--- src/rtl/unified_mem_arbiter_if.sv ---
// unified_mem_arbiter_if: fetch port, load/store port and memory macro port of the arbiter
interface unified_mem_arbiter_if #(
  parameter int ADDR_W = 32,
  parameter int DATA_W = 32
);
  logic              if_req;
  logic [ADDR_W-1:0] if_addr;
  logic              if_ready;
  logic [DATA_W-1:0] if_rdata;
  logic              d_req;
  logic              d_we;
  logic [2:0]        d_ctrl;
  logic [ADDR_W-1:0] d_addr;
  logic [DATA_W-1:0] d_wdata;
  logic              d_ready;
  logic [DATA_W-1:0] d_rdata;
  logic              mem_en;
  logic              mem_we;
  logic [2:0]        mem_ctrl;
  logic [ADDR_W-1:0] mem_addr;
  logic [DATA_W-1:0] mem_wdata;
  logic [DATA_W-1:0] mem_rdata;
  modport slave (
    input  if_req, if_addr, d_req, d_we, d_ctrl, d_addr, d_wdata, mem_rdata,
    output if_ready, if_rdata, d_ready, d_rdata, mem_en, mem_we, mem_ctrl, mem_addr, mem_wdata
  );
  modport master (
    output if_req, if_addr, d_req, d_we, d_ctrl, d_addr, d_wdata, mem_rdata,
    input  if_ready, if_rdata, d_ready, d_rdata, mem_en, mem_we, mem_ctrl, mem_addr, mem_wdata
  );
endinterface

--- src/rtl/unified_mem_arbiter.sv ---
// unified_mem_arbiter: shares one single-port memory between fetch and load/store ports; ARB_ROUND_ROBIN_EN selects round-robin tie-break
module unified_mem_arbiter #(
  parameter int ADDR_W      = 32,
  parameter int DATA_W      = 32,
  parameter int MEM_LATENCY = 1
) (
  input  logic                  clk,
  input  logic                  reset,
  unified_mem_arbiter_if.slave  bus,
  output logic                  busy,
  output logic                  gnt_d
);
  typedef enum logic [1:0] {IDLE, ACCESS, DONE} state_t;
  state_t     state, state_nx;
  logic [3:0] cnt;
  logic       we_q;
  logic       last_cyc;
  logic       pick_d;
  logic       start;
  // next state, grant decision and strobes derived from the current state
  always_comb begin
    last_cyc = state == ACCESS && cnt == 4'd1;
    start    = state == IDLE && (bus.if_req || bus.d_req);
`ifdef ARB_ROUND_ROBIN_EN
    pick_d   = bus.d_req && (!bus.if_req || !gnt_d);
`else
    pick_d   = bus.d_req;
`endif
    state_nx = state == IDLE ? (start ? ACCESS : IDLE) :
               state == ACCESS ? (last_cyc ? DONE : ACCESS) : IDLE;
    busy         = state != IDLE;
    bus.mem_en   = state == ACCESS;
    bus.mem_we   = last_cyc && we_q;
    bus.if_ready = state == DONE && !gnt_d;
    bus.d_ready  = state == DONE && gnt_d;
  end
  // state register, grant latch, access counter and read data capture
  always_ff @(posedge clk) begin
    if (reset) begin
      state         <= IDLE;
      cnt           <= 4'd0;
      gnt_d         <= 1'b0;
      we_q          <= 1'b0;
      bus.mem_ctrl  <= 3'b000;
      bus.mem_addr  <= '0;
      bus.mem_wdata <= '0;
      bus.if_rdata  <= '0;
      bus.d_rdata   <= '0;
    end else begin
      state <= state_nx;
      if (start) begin
        gnt_d         <= pick_d;
        cnt           <= 4'(MEM_LATENCY);
        we_q          <= pick_d && bus.d_we;
        bus.mem_ctrl  <= pick_d ? bus.d_ctrl : 3'b010;
        bus.mem_addr  <= ADDR_W'(pick_d ? bus.d_addr : bus.if_addr);
        bus.mem_wdata <= pick_d ? bus.d_wdata : DATA_W'(0);
      end
      if (state == ACCESS) cnt <= cnt - 4'd1;
      if (last_cyc && !gnt_d) bus.if_rdata <= bus.mem_rdata;
      if (last_cyc && gnt_d && !we_q) bus.d_rdata <= bus.mem_rdata;
    end
  end
endmodule

--- src/flat_wrapper.sv ---
// flat-port wrapper written by rule: the top's interface ports become plain ports
module unified_mem_arbiter_flat 
#(
  parameter int ADDR_W      = 32,
  parameter int DATA_W      = 32,
  parameter int MEM_LATENCY = 1
)
  (clk, reset, busy, gnt_d, bus_if_req, bus_if_addr, bus_d_req, bus_d_we, bus_d_ctrl, bus_d_addr, bus_d_wdata, bus_mem_rdata, bus_if_ready, bus_if_rdata, bus_d_ready, bus_d_rdata, bus_mem_en, bus_mem_we, bus_mem_ctrl, bus_mem_addr, bus_mem_wdata);
  unified_mem_arbiter_if #(.ADDR_W(ADDR_W), .DATA_W(DATA_W)) bus_i ();
  input  logic clk;
  input  logic reset;
  output logic busy;
  output logic gnt_d;
  input wire logic [$bits(bus_i.if_req)-1:0] bus_if_req;
  input wire logic [$bits(bus_i.if_addr)-1:0] bus_if_addr;
  input wire logic [$bits(bus_i.d_req)-1:0] bus_d_req;
  input wire logic [$bits(bus_i.d_we)-1:0] bus_d_we;
  input wire logic [$bits(bus_i.d_ctrl)-1:0] bus_d_ctrl;
  input wire logic [$bits(bus_i.d_addr)-1:0] bus_d_addr;
  input wire logic [$bits(bus_i.d_wdata)-1:0] bus_d_wdata;
  input wire logic [$bits(bus_i.mem_rdata)-1:0] bus_mem_rdata;
  output wire logic [$bits(bus_i.if_ready)-1:0] bus_if_ready;
  output wire logic [$bits(bus_i.if_rdata)-1:0] bus_if_rdata;
  output wire logic [$bits(bus_i.d_ready)-1:0] bus_d_ready;
  output wire logic [$bits(bus_i.d_rdata)-1:0] bus_d_rdata;
  output wire logic [$bits(bus_i.mem_en)-1:0] bus_mem_en;
  output wire logic [$bits(bus_i.mem_we)-1:0] bus_mem_we;
  output wire logic [$bits(bus_i.mem_ctrl)-1:0] bus_mem_ctrl;
  output wire logic [$bits(bus_i.mem_addr)-1:0] bus_mem_addr;
  output wire logic [$bits(bus_i.mem_wdata)-1:0] bus_mem_wdata;
  assign bus_i.if_req = bus_if_req;
  assign bus_i.if_addr = bus_if_addr;
  assign bus_i.d_req = bus_d_req;
  assign bus_i.d_we = bus_d_we;
  assign bus_i.d_ctrl = bus_d_ctrl;
  assign bus_i.d_addr = bus_d_addr;
  assign bus_i.d_wdata = bus_d_wdata;
  assign bus_i.mem_rdata = bus_mem_rdata;
  assign bus_if_ready = bus_i.if_ready;
  assign bus_if_rdata = bus_i.if_rdata;
  assign bus_d_ready = bus_i.d_ready;
  assign bus_d_rdata = bus_i.d_rdata;
  assign bus_mem_en = bus_i.mem_en;
  assign bus_mem_we = bus_i.mem_we;
  assign bus_mem_ctrl = bus_i.mem_ctrl;
  assign bus_mem_addr = bus_i.mem_addr;
  assign bus_mem_wdata = bus_i.mem_wdata;
  unified_mem_arbiter #(.ADDR_W(ADDR_W), .DATA_W(DATA_W), .MEM_LATENCY(MEM_LATENCY)) u_core (.clk(clk), .reset(reset), .bus(bus_i), .busy(busy), .gnt_d(gnt_d));
endmodule
--- config.mk ---
export PLATFORM = sky130hd
export DESIGN_NAME = unified_mem_arbiter_flat
export DESIGN_NICKNAME = d
export VERILOG_FILES = /design/src/rtl/unified_mem_arbiter_if.sv /design/src/rtl/unified_mem_arbiter.sv /design/src/flat_wrapper.sv
export SDC_FILE = /design/constraint.sdc
export NUM_CORES = 1
export LEC_CHECK = 0
export ABC_AREA = 1
export BUFFER_PORTS_ARGS = -buffer_cell sky130_fd_sc_hd__buf_2
export CORE_MARGIN = 5
export CORE_UTILIZATION = 40
export CTS_BUF_LIST = sky130_fd_sc_hd__clkbuf_8
export DETAILED_ROUTE_END_ITERATION = 10
export GPL_TIMING_DRIVEN = 0
export PLACE_DENSITY_LB_ADDON = 0.05
export SETUP_SLACK_MARGIN = 0.05
export SLEW_MARGIN = 15
export SYNTH_ARGS = -nofsm -noshare
export SYNTH_HDL_FRONTEND = slang
export SYNTH_SLANG_ARGS = --single-unit
--- constraint.sdc ---
create_clock -name clk -period 1.4 [get_ports clk]
set_input_delay 0.07 -clock clk [delete_from_list [all_inputs] [get_ports clk]]
set_output_delay 0.07 -clock clk [all_outputs]
set_load 0.05 [all_outputs]
==> results.yml <==
status:
  status: "finished with violations"
  violations: "setup timing"
synthesis:
  syn_inst: 907
  synth.most_common_cell: "nand2_1"
  ys_ff_latch: 139
  synth_area_leaders: "dfxtp_1, nand2_1, nor2_1"
  avgSynthCellArea_um2: 6.67
  synth_cell_types: 24
  synth_top_area_share: 0.460
  synthFlopType: "dfxtp_1"
  yosys.area.top_type: "dfxtp_1"
  syn_area_um2: 6050
  ys_warn_count: 0
  synthesis.nets: 1045
  async_flop_share: 0
  synth_edf_count: 0
  seq_area_frac_synth: 0.460
  synth_commonest_cells: "nand2_1, nor2_1, dfxtp_1"
worst_hold_path:
  hold_start: "bus_d_addr[23]"
  hp-class: "in -> reg"
die:
  die_w_um: 133
  die_area_um2: 17700
  fp.dieH_um: 133
  start_util: 0.402
  coreArea_um2: 15000
  placementRows: 45
  ios: 273
critical_path:
  worstSetupPathType: "reg -> out"
  slowest_delay_ps: 410
  cp.buffers_inverters: 3
  cp.required_ps: 1330
  slowest_stage: "dfxtp_4"
  worstPathArrival_ps: 1410
  endpoint_kind: "primary output"
  path_cells: "inv_8 > buf_8 > nor3_4 > buf_6"
  critPathLaunch: "u_core.gnt_d"
  cp_top_family: "flip-flops"
  start_kind: "register"
  crit_fanout: 5
  rr_startpoint: "u_core.cnt[1]"
final_layout:
  layout.nets: 1499
  seq_area_um2: 2800
  final_area_um2: 10200
  area_growth_pct: 68.7
  multi_input_area_um2: 2790
  n_antenna_cell: 0
  drive_gt1_frac: 0.318
  utilization: 0.679
  nFillCells: 1365
sta:
  grt_setup_unrepaired: "true"
  fin_tns_setup_ps: -767
  slew_violations: 0
  fin_crit_sh: 1.06
  hold_violations: 0
  skew_ps: 12.0
  finalWorstSetupSlack_ps: -78.3
  relSlewSlack: 0.633
  fmax_mhz: 676
  period_minus_slack_ps: 1480
  worst_slew_pin_slew_ps: 550
  setup_viol: 34
clocking:
  clock_sinks: 139
  cts_tree: "built"
  clk_path_buf_depth: 2
  clkLatencyLatePin_ps: 450
  htreeDepth: 4
  cts-root-buf: "clkbuf_8"
  path_clk_slew_ps: 90
  cts_buffers: 17
place:
  gp_congestion: 0.818
  place_area_um2: 7670
  dp_hpwl_mm: 14.6
  port_buffers: 270
global_route:
  gr-total-overflow: 0
  grt_max_degree: 17
  antenna_found_initial: 0
  grt_pass1_vias: 6898
  grt_pass1_wl_mm: 33.5
  grtUsageTotal: 0.233
routing:
  viasPerCell: 4.52
  drt_wl_total_mm: 21.7
  first_pass_iters: 4
  routedWlPerCell_um: 13.9
  postRouteAntennaNets: 0
  vias: 7057
  drcViolationCount: 0
  drt_iter0_drc: 228
pwr:
  ir_worst_vdd_mv: 0.557
  p_leak_nw: 5.27
  power_density_nw_per_um2: 1180
  finalPower_mw: 12.0
run:
  maxCapViolCount: 0
==> timing repair <==
action	in CTS	in global routing
endpoints found under the hold margin	132	0
gates resized for setup	70	119
setup buffers	16	10
pin swaps	6	32
cloned	7	3
setup endpoints to repair	139	140
hold buffers	130	0
==> cell type report <==
class,count,share of cell area
well taps,188,0.0230
repair buffers,434,0.303
multi-input cells,599,0.273
flip-flops and latches,139,0.274
plain buffers,59,0.0441
clock inverters,14,0.0177
inverters,111,0.0424
clock buffers,17,0.0229
==> power by group <==
group | total [mW] | internal (mW) | switching (mW)
logic | 4.04 | 1.49 | 2.55
clock network | 3.51 | 1.91 | 1.60
registers | 4.48 | 4.28 | 0.194
total | 12.0 | 7.68 | 4.34
==> cell families after synthesis <==
family	after synthesis	synth area share
AOI/OAI and AO/OA	77	0.0660
adders and majority gates	2	0.00413
buffers and inverters	171	0.115
DFF	139	0.460
and+or+nand+nor	518	0.355
==> routing by layer <==
metal,part of all wire,up-vias,GRT usage
met3,0.073,38,0.0738
met1,0.41,3086,0.264
met4,0.021,0,0.0831
li1,-,3708,-
met5,0,-,0
met2,0.50,225,0.409
==> sequential cells by signal, summed over array words and instances, names as in the netlist <==
| signal | cells |
|---|---|
| u_core.bus.if_rdata | 32 |
| u_core.bus.d_rdata | 32 |
| u_core.gnt_d | 1 |
| u_core.bus.mem_wdata | 32 |
| u_core.state | 2 |
| u_core.bus.mem_addr | 32 |
| u_core.bus.mem_ctrl | 3 |
| u_core.cnt | 4 |
| u_core.we_q | 1 |
==> worst register-to-register path: cells and delay by family, from the launching register on <==
family	cells	cell delay, ps
adders and majority gates	1	180
buffers and inverters	4	510
DFF	1	330
and+or+nand+nor	4	350
==> worst paths after layout <==
check                             end  slack (ps)  cells after the start
min reg2reg  u_core.bus.mem_wdata[16]         460                      2
max                       bus_d_ready         -80                      4
max reg2reg    u_core.bus.d_rdata[21]         -40                      9
min           u_core.bus.mem_addr[23]          20                      5
==> cell usage in the layout (no fill, tap or decap), drive strengths merged <==
| cell | n |
|---|---|
| dfxtp | 139 |
| o21ai | 37 |
| buf | 342 |
| clkinv | 5 |
| nor3 | 2 |
| nor2 | 173 |
| bufinv | 4 |
| nand2 | 273 |
| ha | 2 |
| nand4 | 65 |
| nand3 | 5 |
| inv | 113 |
| clkinvlp | 3 |
| a21oi | 40 |
| o21bai | 1 |
| clkbuf | 38 |
| or2 | 1 |
| dlygate4sd3 | 130 |
==> through the flow <==
| stage | hold WS [ps] | instances | setup WS, ps |
|---|---|---|---|
| floorplan | 214 | 907 | 62.8 |
| global placement | 320 | 1365 | -170 |
| detailed placement | 323 | 1365 | -187 |
| CTS | 1.19 | 1549 | -75.8 |
| global route | 49.9 | 1561 | -147 |
| finish | 22.5 | 1561 | -78.3 |
(Power assumes the default switching activity.)
